**src/rtl/latch_sched_pkg.sv**
```systemverilog
// Shared types and default constants for the latch-bank write scheduler.
// Also holds the helper that sizes the phase counter.
package latch_sched_pkg;

    typedef enum logic [1:0] {
        IDLE  = 2'd0,
        SETUP = 2'd1,
        PULSE = 2'd2,
        HOLD  = 2'd3
    } state_t;

    localparam int DEF_DW        = 8;
    localparam int DEF_AW        = 3;
    localparam int DEF_SETUP_CYC = 1;
    localparam int DEF_PW_CYC    = 2;
    localparam int DEF_HOLD_CYC  = 1;

    function automatic int max3(input int a, input int b, input int c);
        int m;
        m = (a > b) ? a : b;
        return (m > c) ? m : c;
    endfunction

endpackage

```
**src/rtl/latch_wr_sched_rr_arb2.sv**
```systemverilog
// Two-requester round-robin arbiter with a registered priority pointer.
// The pointer moves to the losing side whenever a grant is taken with advance high.
module rr_arb2 (
    input  logic       clk,
    input  logic       srst,
    input  logic [1:0] req,
    input  logic       advance,
    output logic [1:0] gnt
);

    logic ptr_q;
    logic ptr_d;

    always_comb begin
        gnt   = req;
        ptr_d = ptr_q;
        if (req == 2'b11) begin
            gnt = ptr_q ? 2'b10 : 2'b01;
        end
        // Winner 0 hands priority to 1, and vice versa.
        if (advance && (gnt != 2'b00)) begin
            ptr_d = gnt[0];
        end
    end

    always_ff @(posedge clk) begin
        if (srst) begin
            ptr_q <= 1'b0;
        end else begin
            ptr_q <= ptr_d;
        end
    end

endmodule

```
**src/rtl/latch_wr_sched.sv**
```systemverilog
// Schedules writes from two requesters into a latch bank with guaranteed
// setup, enable-pulse width and hold around each latch-enable strobe.
module latch_wr_sched
    import latch_sched_pkg::*;
#(
    parameter int DW        = DEF_DW,
    parameter int AW        = DEF_AW,
    parameter int SETUP_CYC = DEF_SETUP_CYC,
    parameter int PW_CYC    = DEF_PW_CYC,
    parameter int HOLD_CYC  = DEF_HOLD_CYC
) (
    input  logic              CLK,
    input  logic              RST,
    input  logic              REQ_A,
    input  logic              REQ_B,
    input  logic [AW-1:0]     ADDR_A,
    input  logic [AW-1:0]     ADDR_B,
    input  logic [DW-1:0]     DATA_A,
    input  logic [DW-1:0]     DATA_B,
    output logic              ACK_A,
    output logic              ACK_B,
    output logic [DW-1:0]     LAT_D,
    output logic [(1<<AW)-1:0] LAT_EN,
    output logic              BUSY
);

    localparam int NW = 1 << AW;
    localparam int CW = $clog2(max3(SETUP_CYC, PW_CYC, HOLD_CYC)) + 1;

    state_t          state_q, state_d;
    logic [CW-1:0]   cnt_q, cnt_d;
    logic [AW-1:0]   addr_q, addr_d;
    logic [DW-1:0]   data_q, data_d;
    logic            win_b_q, win_b_d;
    logic [NW-1:0]   lat_en_q, lat_en_d;
    logic [NW-1:0]   addr_onehot;
    logic [1:0]      gnt;

    rr_arb2 u_arb (
        .clk     (CLK),
        .srst    (RST),
        .req     ({REQ_B, REQ_A}),
        .advance (state_q == IDLE),
        .gnt     (gnt)
    );

    for (genvar gi = 0; gi < NW; gi++) begin : g_dec
        assign addr_onehot[gi] = (addr_q == AW'(gi));
    end

    always_comb begin
        state_d = state_q;
        cnt_d   = cnt_q;
        addr_d  = addr_q;
        data_d  = data_q;
        win_b_d = win_b_q;
        case (state_q)
            IDLE: begin
                if (gnt != 2'b00) begin
                    state_d = SETUP;
                    cnt_d   = CW'(SETUP_CYC - 1);
                    win_b_d = gnt[1];
                    addr_d  = gnt[1] ? ADDR_B : ADDR_A;
                    data_d  = gnt[1] ? DATA_B : DATA_A;
                end
            end
            SETUP: begin
                if (cnt_q == '0) begin
                    state_d = PULSE;
                    cnt_d   = CW'(PW_CYC - 1);
                end else begin
                    cnt_d = cnt_q - CW'(1);
                end
            end
            PULSE: begin
                if (cnt_q == '0) begin
                    state_d = HOLD;
                    cnt_d   = CW'(HOLD_CYC - 1);
                end else begin
                    cnt_d = cnt_q - CW'(1);
                end
            end
            HOLD: begin
                if (cnt_q == '0) begin
                    state_d = IDLE;
                end else begin
                    cnt_d = cnt_q - CW'(1);
                end
            end
            default: state_d = IDLE;
        endcase
        // Enable is decided one cycle ahead so the output comes straight off a flop.
        lat_en_d = (state_d == PULSE) ? addr_onehot : '0;
    end

    always_ff @(posedge CLK) begin
        if (RST) begin
            state_q  <= IDLE;
            cnt_q    <= '0;
            addr_q   <= '0;
            data_q   <= '0;
            win_b_q  <= 1'b0;
            lat_en_q <= '0;
        end else begin
            state_q  <= state_d;
            cnt_q    <= cnt_d;
            addr_q   <= addr_d;
            data_q   <= data_d;
            win_b_q  <= win_b_d;
            lat_en_q <= lat_en_d;
        end
    end

    assign LAT_D  = data_q;
    assign LAT_EN = lat_en_q;
    assign BUSY   = (state_q != IDLE);
    assign ACK_A  = (state_q == HOLD) && (cnt_q == '0) && !win_b_q;
    assign ACK_B  = (state_q == HOLD) && (cnt_q == '0) &&  win_b_q;

endmodule

```
**config.mk**
```make
export PLATFORM = sky130hd
export DESIGN_NAME = latch_wr_sched
export DESIGN_NICKNAME = d
export VERILOG_FILES = /design/src/rtl/latch_sched_pkg.sv /design/src/rtl/latch_wr_sched_rr_arb2.sv /design/src/rtl/latch_wr_sched.sv
export SDC_FILE = /design/constraint.sdc
export NUM_CORES = 1
export LEC_CHECK = 0
export ABC_AREA = 1
export BUFFER_PORTS_ARGS = -buffer_cell sky130_fd_sc_hd__buf_2
export CAP_MARGIN = 20
export CORE_AREA = 2 2 59 61
export CTS_CLUSTER_SIZE = 8
export DETAILED_ROUTE_END_ITERATION = 10
export DIE_AREA = 0 0 61 63
export GPL_TIMING_DRIVEN = 0
export PLACE_DENSITY = 0.74
export SLEW_MARGIN = 10
export SYNTH_ARGS = -nofsm -noshare
export SYNTH_HDL_FRONTEND = slang
export SYNTH_SLANG_ARGS = --single-unit
```
**constraint.sdc**
```tcl
create_clock -name CLK -period 1.2 [get_ports CLK]
set_input_delay 0.18 -clock CLK [delete_from_list [all_inputs] [get_ports CLK]]
set_output_delay 0.18 -clock CLK [all_outputs]
set_load 0.01 [all_outputs]
```
Yosys cells after proc, flatten, opt, wreduce, memory -nomap -nowiden
Cells that the tools add are included.
- input port bits: 26
- output and inout bits: 19
- bits in registers: 25
- logic and storage cells: 50
- add/subtract/negate cells: 1
- bitwise operators: 1
- multiplexer cells: 14
- equal/unequal tests: 14
- reductions and logical operators: 13
- operator list (cell ; count):
    $mux 2 ; 10
    $pmux 2 s4 ; 2
    $eq 3x3->1 const B ; 4
    $eq 2x2->1 const B ; 4
    $mux 8 ; 1
    $eq 3x2->1 const B ; 2
    $logic_and 1x1->1 ; 4
    $logic_not 2->1 ; 2
    $ne 2x2->1 const B ; 2
    $reduce_and 2->1 ; 2
    $reduce_bool 2->1 ; 2
    $eq 3x1->1 const B ; 1
    $logic_not 3->1 ; 1
    $mux 3 ; 1
    $eq 2x1->1 const B ; 1
    $reduce_or 2->1 ; 1
    $sub 2x1->2 const B ; 1
    $logic_not 1->1 ; 1
    $not 1->1 ; 1

Longest topological paths before layout
- word-level depth: 8
- gate-level depth with buffers: 8
- mapped depth without buffers: 8

By module
Synthesis repeated with hierarchy kept, for this count alone.
- cell total of the unflattened synthesis: 173
- area total of the unflattened synthesis: 1187.4 µm²
- modules (own cells, without submodules) (module ; cells each ; area each (µm²) ; times used):
    latch_wr_sched ; 165 ; 1127.3 ; 1
    rr_arb2 ; 8 ; 60.1 ; 1

Least setup slack after synthesis
OpenSTA, ideal clock, no wires.
- kind: register to register
- start: register cnt_q[0]
- end: register lat_en_q[0] (netlist: LAT_EN[0])
- cell stages (with the launch flop): 7
- path slack: -0.014 ns
- setup time: 0.073 ns
- clock period less this slack: 1.214 ns
- path buffers: 0
- arrival time: 1.141 ns
- cells stage by stage: dfxtp_1 -> inv_1 -> ha_1 -> inv_1 -> a21oi_1 -> nand2_4 -> nor3_2
- longest elaborated chain between the ends: 6
- elaborated cells on any way between the ends: 8
- RTL lines (what ; RTL line ; source):
    from (decl) ; latch_wr_sched.sv:31 ; logic [CW-1:0] cnt_q, cnt_d;
    from (signal assigned) ; latch_wr_sched.sv:106 ; cnt_q <= cnt_d;
    $logic_not 2->1 * ; latch_wr_sched.sv:68, latch_wr_sched.sv:76, latch_wr_sched.sv:84 ;
    $mux 2 (on tied branches) ; latch_wr_sched.sv:84, latch_wr_sched.sv:68, latch_wr_sched.sv:76 ;
    $pmux 2 s4 * ; latch_wr_sched.sv:57 ; case (state_q)
    $eq 2x2->1 * ; latch_wr_sched.sv:93 ; lat_en_d = (state_d == PULSE) ? addr_onehot : '0;
    $not 1->1 (no line) * ; -- ;
    $reduce_or 2->1 (no line) * ; -- ;
    to (signal assigned) ; latch_wr_sched.sv:110 ; lat_en_q <= lat_en_d;
    to (decl) ; latch_wr_sched.sv:35 ; logic [NW-1:0] lat_en_q, lat_en_d;
Every way passes the cells marked *; elsewhere a longest branch is shown, timed or not.
A chain may end at the register's enable or synchronous reset.

Worst setup path after layout
- start: register cnt_q[0]
- end: output ACK_B
- longest elaborated chain between the ends: 3
- RTL lines (what ; RTL line ; source):
    $logic_not 2->1 ; latch_wr_sched.sv:118 ; assign ACK_B = (state_q == HOLD) && (cnt_q == '0) && win_b_q;
    $logic_and 1x1->1 (2 in series) ; latch_wr_sched.sv:118 ;
    to (decl) ; latch_wr_sched.sv:21 ; output logic ACK_B,
Every way passes these cells.

==> impl_metrics.yaml <==
outcome:
  outcome: "finished with violations"
  violations: "negative setup slack"
layout:
  multi_input_area_um2: 861
  fillCellCount: 304
  final_area_um2: 1980
  post-route-util_pct: 61.4
  seqCellArea_um2: 508
  drive_gt1_share_pct: 46.3
  fin_nets: 285
  n_antenna_cell: 0
  area_growth_pct: 42.2
clock_tree:
  clockBufferDepth: 2
  clock-sinks: 25
  clk_pin_slew_worst_paths_ns: 0.15
  cts_tree: "done"
  cts-hold-fix-buffers: 0
  cts_root_buf: "clkbuf_4"
  cts_made_buffers: 3
  h-tree-depth: 1
  insertion_delay_ns: 0.33
timing:
  final-setup-viol-count: 12
  setup_slack_ns: -0.157
  rsz0062_at_grt: "true"
  finClkSkew_ns: 0.00476
  period_needed_ns: 1.36
  tightest_slew_ns: 0.449
  hold_viol_final: 0
  slew-limit-headroom_pct: 70.1
  period_share_pct: 113
  fmax_ghz: 0.737
  maxSlewViolCount: 0
place:
  placed_area_um2: 1670
  gp_congestion: 0.784
  numPortBuffers: 43
  dp_hpwl_um: 2110
routing:
  antenna_left: 0
  drtIter0Drc: 41
  drt_pass1_iterations: 4
  viasPerCell: 4.61
  wirelength_um: 3240
  wl_per_cell_um: 10.8
  routed-via-count: 1389
  drc: 0
floorplanning:
  core_um2: 3230
  chipWidth_um: 61
  start_util_pct: 43.2
  die-area_um2: 3840
  io_pins: 45
  die_h_um: 63
  placementRows: 21
global_route:
  grt_use_total_pct: 17.3
  grt_pass1_vias: 1222
  grt_pass1_wl_um: 5240
  antenna_found_initial: 0
  grt_remaining_overflow: 0
  grt_max_degree: 16
pwr:
  ir_drop_mv: 0.846
  power_leakage_nw: 1.03
  pwr_density_cell_nw_per_um2: 2080
  total_power_w: 0.00413
logic_synthesis:
  netlist_area_um2: 1400
  synthFlopType: "dfxtp_1"
  synth.area.top_cells: "dfxtp_1, nand2_1, nand3_1"
  yosysMostFrequentCell: "nand2_1"
  post-synth-top-area-cell: "dfxtp_1"
  ys_types: 22
  yosysSeqAreaShare_pct: 35.9
  synth_cells: 189
  syn_nets: 218
  ys_seq_elements: 25
  synth_top_area_share_pct: 35.9
  ys_warn_count: 0
  syn_avg_cell_area_um2: 7.38
  synth_edf_count: 0
  synth_commonest_cells: "nand2_1, nand3_1, inv_1"
  async_flop_share_pct: 0
flow_run:
  cap_violations: 0
setup_path:
  cp_num_buf_inv: 2
  critical_path.startpoint_type: "flip-flop"
  worstPathArrival_ns: 1.18
  path_max_fanout: 3
  critPathMaxStageDelay_ns: 0.36
  cp.required_ns: 1.02
  path_class: "flip-flop to primary output"
  path_cells: "inv_2, ha_4, nand3_4, nor2_1, buf_2"
  path_delay_family: "flip-flops"
  crit_path_top_delay_cell: "dfxtp_2"
  end_kind: "primary output"
worst_hold_path:
  hp-class: "input pin to flip-flop"
## path summary, 6_finish.rpt
kind | end | startpoint | slack (ns) | depth (start not counted)
worst max-delay path | ACK_B | cnt_q[0] | -0.16 | 5
worst min-delay path | addr_q[2] | ADDR_A[2] | 0.12 | 5
worst max register to register | LAT_EN[3] | cnt_q[0] | -0.06 | 7
worst min register to register | u_arb.ptr_q | u_arb.ptr_q | 0.50 | 2
## per-stage QoR
step	hold slack, ns	cells	setup slack (ns)	setup TNS (ns)
floorplan	0.325	189	0.0307	0
global placement	0.466	278	-0.0856	-0.930
detailed placement	0.468	278	-0.127	-1.16
CTS	0.123	299	-0.161	-0.352
global route	0.106	301	-0.214	-1.26
finish	0.120	301	-0.157	-0.666
## worst min-delay path, delay by kind of cell
| kind | cells | cell delay (ns) |
|---|---|---|
| and+or+nand+nor | 3 | 0.14 |
| buffers and inverters | 2 | 0.12 |
## placed cells by master, fill, tap and decap left out, drive strengths merged
cell type	count
a21oi	6
buf	64
clkbuf	6
clkinvlp	1
dfxtp	25
ha	3
inv	28
nand2	47
nand3	39
nor2	28
nor3	8
## layer usage
layer  GRT usage (%)  share of wire (%)  vias to the layer above
met3            3.73                6.3                        6
met5               0                  0                        -
li1                -                  -                      723
met4            4.62                1.1                        0
met1            22.3                 42                      612
met2            28.6                 50                       48
## cells by family (layout without fill, tap and decap cells)
family                     after synthesis  after routing  share of synthesized area [%]
and+or+nand+nor                        120            122                           47.6
buffers and inverters                   35             99                           11.7
DFF                                     25             25                           35.9
AOI/OAI and AO/OA                        6              6                           2.15
adders and majority gates                3              3                           2.69
## layout make-up
cell class | count | area share [%]
buffer | 7 | 3.03
clock buffer | 3 | 1.13
clock inverter | 1 | 0.378
inverter | 28 | 5.80
multi-input combinational | 131 | 43.4
sequential | 25 | 25.6
tap | 46 | 2.90
timing repair buffer | 60 | 17.8
## power breakdown
part | leakage, nW | internal, W | total [W] | switching (W)
Combinational | 0.805 | 0.00108 | 0.00251 | 0.00143
Clock | 0.0139 | 0.000128 | 0.000407 | 0.000279
Sequential | 0.207 | 0.00106 | 0.00122 | 0.000159
## repair_timing
item,in CTS,in global routing
resized for setup,18,17
setup buffers,15,2
setup endpoints to repair,25,23
gates cloned,2,0
pin swaps,8,6
## flip-flops by register name, indices dropped and copies added (netlist names)
name	cells
addr_q	3
u_arb.ptr_q	1
state_q	2
cnt_q	2
LAT_EN	8
LAT_D	8
win_b_q	1
Power figures use the tool's default switching activity.
